`src/rtl/ps2_scancode_decoder_pkg.sv`:
```
// ps2_pkg: shared constants for the PS/2 Set-2 scan-code decoder.
//   - prefix / status byte values, arrow-key codes, fake-shift codes
//   - decoder FSM state enum
//   - the 8-byte Pause key sequence
//   - small byte classification helpers
package ps2_pkg;

  localparam logic [7:0] PS2_EXT     = 8'hE0;
  localparam logic [7:0] PS2_BRK     = 8'hF0;
  localparam logic [7:0] PS2_PAUSE   = 8'hE1;
  localparam logic [7:0] PS2_BAT_OK  = 8'hAA;
  localparam logic [7:0] PS2_BAT_ERR = 8'hFC;
  localparam logic [7:0] PS2_ACK     = 8'hFA;
  localparam logic [7:0] PS2_ECHO    = 8'hEE;
  localparam logic [7:0] PS2_RESEND  = 8'hFE;

  localparam logic [7:0] PS2_ARROW_UP    = 8'h75;
  localparam logic [7:0] PS2_ARROW_DOWN  = 8'h72;
  localparam logic [7:0] PS2_ARROW_LEFT  = 8'h6B;
  localparam logic [7:0] PS2_ARROW_RIGHT = 8'h74;

  // Shift codes the keyboard injects around extended keys (PrtSc etc.)
  localparam logic [7:0] PS2_FAKE_LSHIFT = 8'h12;
  localparam logic [7:0] PS2_FAKE_RSHIFT = 8'h59;

  typedef enum logic [2:0] {
    ST_IDLE,
    ST_EXT,
    ST_BRK,
    ST_EXT_BRK,
    ST_PAUSE
  } ps2_state_e;

  localparam logic [7:0] PS2_PAUSE_SEQ [8] = '{
    8'hE1, 8'h14, 8'h77, 8'hE1, 8'hF0, 8'h14, 8'hF0, 8'h77
  };

  // Keyboard status/response bytes that never start a key sequence
  function automatic logic is_status(input logic [7:0] b);
    return (b == PS2_BAT_OK) || (b == PS2_BAT_ERR) || (b == PS2_ACK) ||
           (b == PS2_ECHO) || (b == PS2_RESEND) || (b == 8'h00) || (b == 8'hFF);
  endfunction

  // One-hot position in {UP,DOWN,LEFT,RIGHT}; zero for non-arrow codes
  function automatic logic [3:0] arrow_mask(input logic [7:0] b);
    case (b)
      PS2_ARROW_UP:    return 4'b1000;
      PS2_ARROW_DOWN:  return 4'b0100;
      PS2_ARROW_LEFT:  return 4'b0010;
      PS2_ARROW_RIGHT: return 4'b0001;
      default:         return 4'b0000;
    endcase
  endfunction

endpackage

```
`src/rtl/ps2_scancode_decoder_prefix_timeout.sv`:
```
// ps2_prefix_timeout: abandons a pending prefix that waits too long.
//   i_clk, i_rst_n : clock, async active-low reset
//   i_clr          : clear the counter (byte accepted or decoder idle)
//   i_run          : count while a prefix is pending
//   o_expire       : counter has reached TIMEOUT_CYCLES-1 while running
module ps2_prefix_timeout #(
  parameter int TIMEOUT_CYCLES = 2500000,
  parameter int TIMEOUT_W      = 22
) (
  input  logic i_clk,
  input  logic i_rst_n,
  input  logic i_clr,
  input  logic i_run,
  output logic o_expire
);

  localparam logic [TIMEOUT_W-1:0] LAST = TIMEOUT_W'(TIMEOUT_CYCLES - 1);

  logic [TIMEOUT_W-1:0] r_cnt;

  // Parks at LAST rather than wrapping; the decoder leaves the prefix state anyway
  always_ff @(posedge i_clk or negedge i_rst_n) begin
    if (!i_rst_n) begin
      r_cnt <= '0;
    end else if (i_clr) begin
      r_cnt <= '0;
    end else if (i_run && (r_cnt != LAST)) begin
      r_cnt <= r_cnt + 1'b1;
    end
  end

  assign o_expire = i_run && (r_cnt == LAST);

endmodule

```
`src/rtl/ps2_scancode_decoder.sv`:
```
// ps2_scancode_decoder: turns the PS/2 receiver's byte strobe into key events.
//   i_clk, i_rst_n      : clock, async active-low reset
//   i_code_valid/i_code : received byte strobe and value
//   i_code_err          : byte had a framing/parity error
//   o_evt_valid         : one-cycle key event pulse; o_evt_code/ext/brk held
//   o_evt_pause         : one-cycle pulse on a complete Pause sequence
//   o_arrows_held       : {UP,DOWN,LEFT,RIGHT} currently pressed
//   o_err_cnt           : saturating count of errored bytes
// Optional macro PS2DEC_TYPEMATIC_FILTER_EN suppresses repeated makes of the
// most recently pressed key.
//
// state      | meaning
// -----------+---------------------------------------------
// ST_IDLE    | waiting for the first byte of a sequence
// ST_EXT     | E0 seen
// ST_BRK     | F0 seen
// ST_EXT_BRK | E0 F0 seen
// ST_PAUSE   | inside E1 ... Pause sequence, index r_pause_idx
module ps2_scancode_decoder
  import ps2_pkg::*;
#(
  parameter int TIMEOUT_CYCLES = 2500000,
  parameter int TIMEOUT_W      = 22
) (
  input  logic       i_clk,
  input  logic       i_rst_n,
  input  logic       i_code_valid,
  input  logic [7:0] i_code,
  input  logic       i_code_err,
  output logic       o_evt_valid,
  output logic [7:0] o_evt_code,
  output logic       o_evt_ext,
  output logic       o_evt_brk,
  output logic       o_evt_pause,
  output logic [3:0] o_arrows_held,
  output logic [7:0] o_err_cnt
);

  ps2_state_e r_state;
  logic [2:0] r_pause_idx;

  logic       w_accept;
  logic       w_err_byte;
  logic       w_byte_ext;
  logic       w_byte_brk;
  logic       w_fake_shift;
  logic       w_key_byte;
  logic       w_suppress;
  logic       w_emit;
  logic       w_expire;
  logic [3:0] w_arrow;

  assign w_accept     = i_code_valid && !i_code_err;
  assign w_err_byte   = i_code_valid && i_code_err;
  assign w_byte_ext   = (r_state == ST_EXT) || (r_state == ST_EXT_BRK);
  assign w_byte_brk   = (r_state == ST_BRK) || (r_state == ST_EXT_BRK);
  assign w_fake_shift = (i_code == PS2_FAKE_LSHIFT) || (i_code == PS2_FAKE_RSHIFT);
  assign w_arrow      = arrow_mask(i_code);

  // Does the current byte complete a key (make or break)?
  always_comb begin
    w_key_byte = 1'b0;
    case (r_state)
      ST_IDLE:    w_key_byte = (i_code != PS2_EXT) && (i_code != PS2_BRK) &&
                               (i_code != PS2_PAUSE) && !is_status(i_code);
      ST_EXT:     w_key_byte = (i_code != PS2_BRK) && !w_fake_shift;
      ST_BRK:     w_key_byte = 1'b1;
      ST_EXT_BRK: w_key_byte = !w_fake_shift;
      default:    w_key_byte = 1'b0;
    endcase
  end

`ifdef PS2DEC_TYPEMATIC_FILTER_EN
  logic       r_tm_vld;
  logic [8:0] r_tm_key;
  logic       w_tm_hit;

  assign w_tm_hit   = r_tm_vld && (r_tm_key == {w_byte_ext, i_code});
  assign w_suppress = w_tm_hit && !w_byte_brk;

  always_ff @(posedge i_clk or negedge i_rst_n) begin
    if (!i_rst_n) begin
      r_tm_vld <= 1'b0;
      r_tm_key <= '0;
    end else if (w_accept && w_key_byte) begin
      if (!w_byte_brk) begin
        r_tm_vld <= 1'b1;
        r_tm_key <= {w_byte_ext, i_code};
      end else if (w_tm_hit) begin
        r_tm_vld <= 1'b0;
      end
    end
  end
`else
  assign w_suppress = 1'b0;
`endif

  assign w_emit = w_accept && w_key_byte && !w_suppress;

  ps2_prefix_timeout #(
    .TIMEOUT_CYCLES (TIMEOUT_CYCLES),
    .TIMEOUT_W      (TIMEOUT_W)
  ) u_timeout (
    .i_clk    (i_clk),
    .i_rst_n  (i_rst_n),
    .i_clr    ((r_state == ST_IDLE) || i_code_valid),
    .i_run    (r_state != ST_IDLE),
    .o_expire (w_expire)
  );

  always_ff @(posedge i_clk or negedge i_rst_n) begin
    if (!i_rst_n) begin
      r_state       <= ST_IDLE;
      r_pause_idx   <= '0;
      o_evt_valid   <= 1'b0;
      o_evt_code    <= '0;
      o_evt_ext     <= 1'b0;
      o_evt_brk     <= 1'b0;
      o_evt_pause   <= 1'b0;
      o_arrows_held <= '0;
      o_err_cnt     <= '0;
    end else begin
      o_evt_valid <= w_emit;
      o_evt_pause <= 1'b0;

      if (w_emit) begin
        o_evt_code <= i_code;
        o_evt_ext  <= w_byte_ext;
        o_evt_brk  <= w_byte_brk;
        // Keypad codes share values with the arrows; only E0 versions count
        if (w_byte_ext) begin
          o_arrows_held <= w_byte_brk ? (o_arrows_held & ~w_arrow)
                                      : (o_arrows_held | w_arrow);
        end
      end

      if (w_err_byte) begin
        if (o_err_cnt != 8'hFF) o_err_cnt <= o_err_cnt + 8'd1;
        r_state     <= ST_IDLE;
        r_pause_idx <= '0;
      end else if (w_accept) begin
        case (r_state)
          ST_IDLE: begin
            if (i_code == PS2_EXT) begin
              r_state <= ST_EXT;
            end else if (i_code == PS2_BRK) begin
              r_state <= ST_BRK;
            end else if (i_code == PS2_PAUSE) begin
              r_state     <= ST_PAUSE;
              r_pause_idx <= 3'd1;
            end
          end
          ST_EXT: begin
            r_state <= (i_code == PS2_BRK) ? ST_EXT_BRK : ST_IDLE;
          end
          ST_PAUSE: begin
            // A mismatching byte is dropped, not re-parsed as a new sequence
            if ((i_code == PS2_PAUSE_SEQ[r_pause_idx]) && (r_pause_idx != 3'd7)) begin
              r_pause_idx <= r_pause_idx + 3'd1;
            end else begin
              o_evt_pause <= (i_code == PS2_PAUSE_SEQ[r_pause_idx]);
              r_state     <= ST_IDLE;
              r_pause_idx <= '0;
            end
          end
          default: begin
            r_state <= ST_IDLE;
          end
        endcase
      end else if (w_expire) begin
        r_state     <= ST_IDLE;
        r_pause_idx <= '0;
      end
    end
  end

endmodule

```
`config.mk`:
```
export PLATFORM = sky130hd
export DESIGN_NAME = ps2_scancode_decoder
export DESIGN_NICKNAME = d
export VERILOG_FILES = /design/src/rtl/ps2_scancode_decoder_pkg.sv /design/src/rtl/ps2_scancode_decoder_prefix_timeout.sv /design/src/rtl/ps2_scancode_decoder.sv
export SDC_FILE = /design/constraint.sdc
export NUM_CORES = 1
export LEC_CHECK = 0
export ABC_AREA = 0
export CAP_MARGIN = 20
export CORE_MARGIN = 2
export CORE_UTILIZATION = 55
export DETAILED_ROUTE_END_ITERATION = 8
export PLACE_DENSITY = 0.89
export SLEW_MARGIN = 10
export SYNTH_ARGS = -nofsm -noshare
export SYNTH_HDL_FRONTEND = slang
export SYNTH_SLANG_ARGS = --single-unit
```
`constraint.sdc`:
```
create_clock -name i_clk -period 2.9 [get_ports i_clk]
set_clock_uncertainty 0.1 [all_clocks]
set_input_delay 0.58 -clock i_clk [delete_from_list [all_inputs] [get_ports i_clk]]
set_output_delay 0.58 -clock i_clk [all_outputs]
set_load 0.1 [all_outputs]
```
==> metrics.cfg <==
[detailed_routing]
postRouteAntennaNets = 0
wl_um = 6260
avgRoutedWirePerCell_um = 14.9
drcViolationCount = 0
dr_total_vias = 2427
viasPerCell = 5.79
drtIter0Drc = 182
dr.pass1.iters = 4

[setup_path]
r2r_cells = 8
critPathCaptureType = register
crit_fanout = 11
reg2reg_slack_ns = 0.38
critPathArrivalTime_ns = 2.61
startpoint_type = input port
cp_data_required_time_ns = 2.98
crit_type = input port to register

[synthesis]
synthMuxAreaShare_pct = 5.00
synth_top_area_share_pct = 45.6
ys_ff_latch = 52
yosys_most_used_dff = dfrtp_1
synth_compound_area_share_pct = 9.73
ys_seq_area_share_pct = 45.6
syn_avg_cell_area_um2 = 9.36
synth_simple_gate_area_share_pct = 24.8
syn_nets = 323
synth_xor_xnor_area_share_pct = 9.20
synth_area_leaders = dfrtp_1 (46%), nor2_1 (6.0%), xor2_1 (5.8%)
ys_async_sr_fraction_pct = 100
synthAdderAreaFrac_pct = 2.63
synth_enable_flop_cells = 0
yosys_warnings = 0
syn-instance-count = 305
synth_top_family_by_area = simple AND/OR/NAND/NOR gates
synth_top_cell_by_area = dfrtp_1
mappedNetlistArea_um2 = 2860
synth_cell_types = 46

[floorplanning]
fp.dieH_um = 76.1
dieArea_um2 = 5780
row_count = 26
fp.coreArea_um2 = 5040
die_w_um = 76.1
ios = 36
start_util_pct = 56.6

[clock_tree]
post-cts-setup-buffer-count = 0
clock-sinks = 52
clockBufferDepth = 2
clk_latency_ns = 0.31
post_cts_resized = 0
clk_pin_slew_ns = 0.09
cts-htree-levels = 2
cts_tree = yes
cts_buffers = 5
root_buffer = clkbuf_8
holdBufCountCts = 0

[finish]
most-common-layout-cells = dfrtp_1 (52), nor2_1 (46), buf_4 (37), nand2_1 (27), xor2_1 (19)
nets = 366
fin_cells = 419
drive_gt1_share_pct = 16.0
layout_commonest_cell = dfrtp_1
n_antenna_cell = 0
area_growth_pct = 18.4

[timing]
tns_ns = 0
maxSlewViolCount = 0
worstMarginPinSlew_ns = 0.722
fmax_mhz = 396
grt_setup_unrepaired = no
fin_crit_sh_pct = 87.0
whs_ns = 0.136
finalSetupViolations = 0
finalCriticalPeriod_ns = 2.52
max-slew-margin-rel_pct = 51.8
finalHoldViolCount = 0

[global_routing]
grt_overflow = 0
grt_pass1_vias = 2367
antenna_found_initial = 0
grt_max_degree = 31
grt_pass1_wl_um = 10700
grt_usage_pct = 22.7

[min_path]
min_path_type = input port to async pin

[placed_design]
dpl.cell_count = 411
place_congestion = 0.864
port_buffers = 35
hpwl_um = 4680

[status]
status = complete, no violations

[power]
irDropWorstVdd_uv = 782
p_leak_nw = 1.48
p_per_area_nw_per_um2 = 817

[run]
cap_violations = 0

## state kept, by name, summed over array words and instances (netlist names), named ones only
signal / cells
u_timeout.r_cnt: 22
o_err_cnt: 8
o_evt_code: 8
r_pause_idx: 3
r_state: 3
o_evt_brk: 1
o_evt_ext: 1
o_evt_pause: 1
o_evt_valid: 1
## final timing paths
path / to / from
setup / recovery: o_evt_code[0] / i_code[7]
hold / removal: o_err_cnt[6] / i_rst_n
setup reg to reg: r_pause_idx[2] / r_pause_idx[0]
hold reg to reg: o_evt_code[1] / o_evt_code[1]
max in group asynchronous: r_state[0] / i_rst_n
min in group i_clk: o_evt_code[1] / o_evt_code[1]
## per-stage QoR
step / instance area [um^2] / setup WS [ns] / power, mW / util (%)
4_1_cts: 3380 / 0.374 / 2.78 / 67.1
6_report: 3380 / 0.377 / 2.76 / 67.1
3_5_place_dp: 3270 / 0.0773 / 2.28 / 64.9
3_3_place_gp: 3270 / 0.167 / 2.25 / 64.9
2_1_floorplan: 2860 / 0.499 / 1.96 / -
5_1_grt: 3380 / 0.0919 / 2.88 / 67.1
## final cells by class
cell class / count / area [um^2]
Multi-Input combinational cell: 232 / 1470
Timing Repair Buffer: 48 / 383
Clock inverter: 2 / 38.8
Sequential cell: 52 / 1300
Tap cell: 70 / 87.6
Clock buffer: 6 / 72.6
Fill cell: 428 / 1660
Inverter: 9 / 33.8
## cell usage after synthesis, types with 2 or more instances
| cell | n |
|---|---|
| mux2_1 | 4 |
| buf_2 | 2 |
| and3_1 | 6 |
| mux2i_1 | 3 |
| clkbuf_1 | 9 |
| nand2b_1 | 7 |
| xnor2_1 | 11 |
| nor4_1 | 6 |
| nand4_1 | 14 |
| a21oi_1 | 7 |
| ha_1 | 6 |
| a311oi_1 | 2 |
| nand2_1 | 27 |
| and3_2 | 2 |
| nor2b_1 | 5 |
| nor3_1 | 4 |
| inv_1 | 9 |
| mux2_2 | 6 |
| o21ai_1 | 4 |
| dfrtp_1 | 52 |
| nand3_1 | 15 |
| nor2_1 | 46 |
| xor2_1 | 19 |
| a22o_1 | 2 |
| and4_1 | 4 |
| a31oi_1 | 6 |
| o21ai_0 | 6 |
| o211ai_1 | 2 |
| nor4b_1 | 2 |
## kinds of logic after synthesis
group	Yosys count
compound gates	41
xor+xnor	30
fa+ha+maj	6
buf+inv	21
flops	52
mux	13
simple gates	142
## where the power goes
part	internal [mW]	switching [mW]	total [mW]
clock	0.261	0.242	0.503
combinational	0.309	1.00	1.31
sequential	0.841	0.108	0.949
## per-layer routing
layer / GRT usage [%] / part of all wire [%] / vias to the layer above
met4: 7.09 / 1.5 / 0
met1: 30.9 / 44 / 1175
li1: - / - / 1172
met3: 5.09 / 5.4 / 10
met5: 0 / 0 / -
met2: 36.7 / 49 / 70
## critical path, stage by stage
cell             delay (ns)
clkdlybuf4s50_1        0.55
nand3_1                0.18
nor3_1                 0.07
and3_1                 0.17
a2111oi_0              0.40
o21ai_1                0.12
buf_4                  0.20
mux2_1                 0.33
Note: power is estimated with default switching activity, not from simulation.
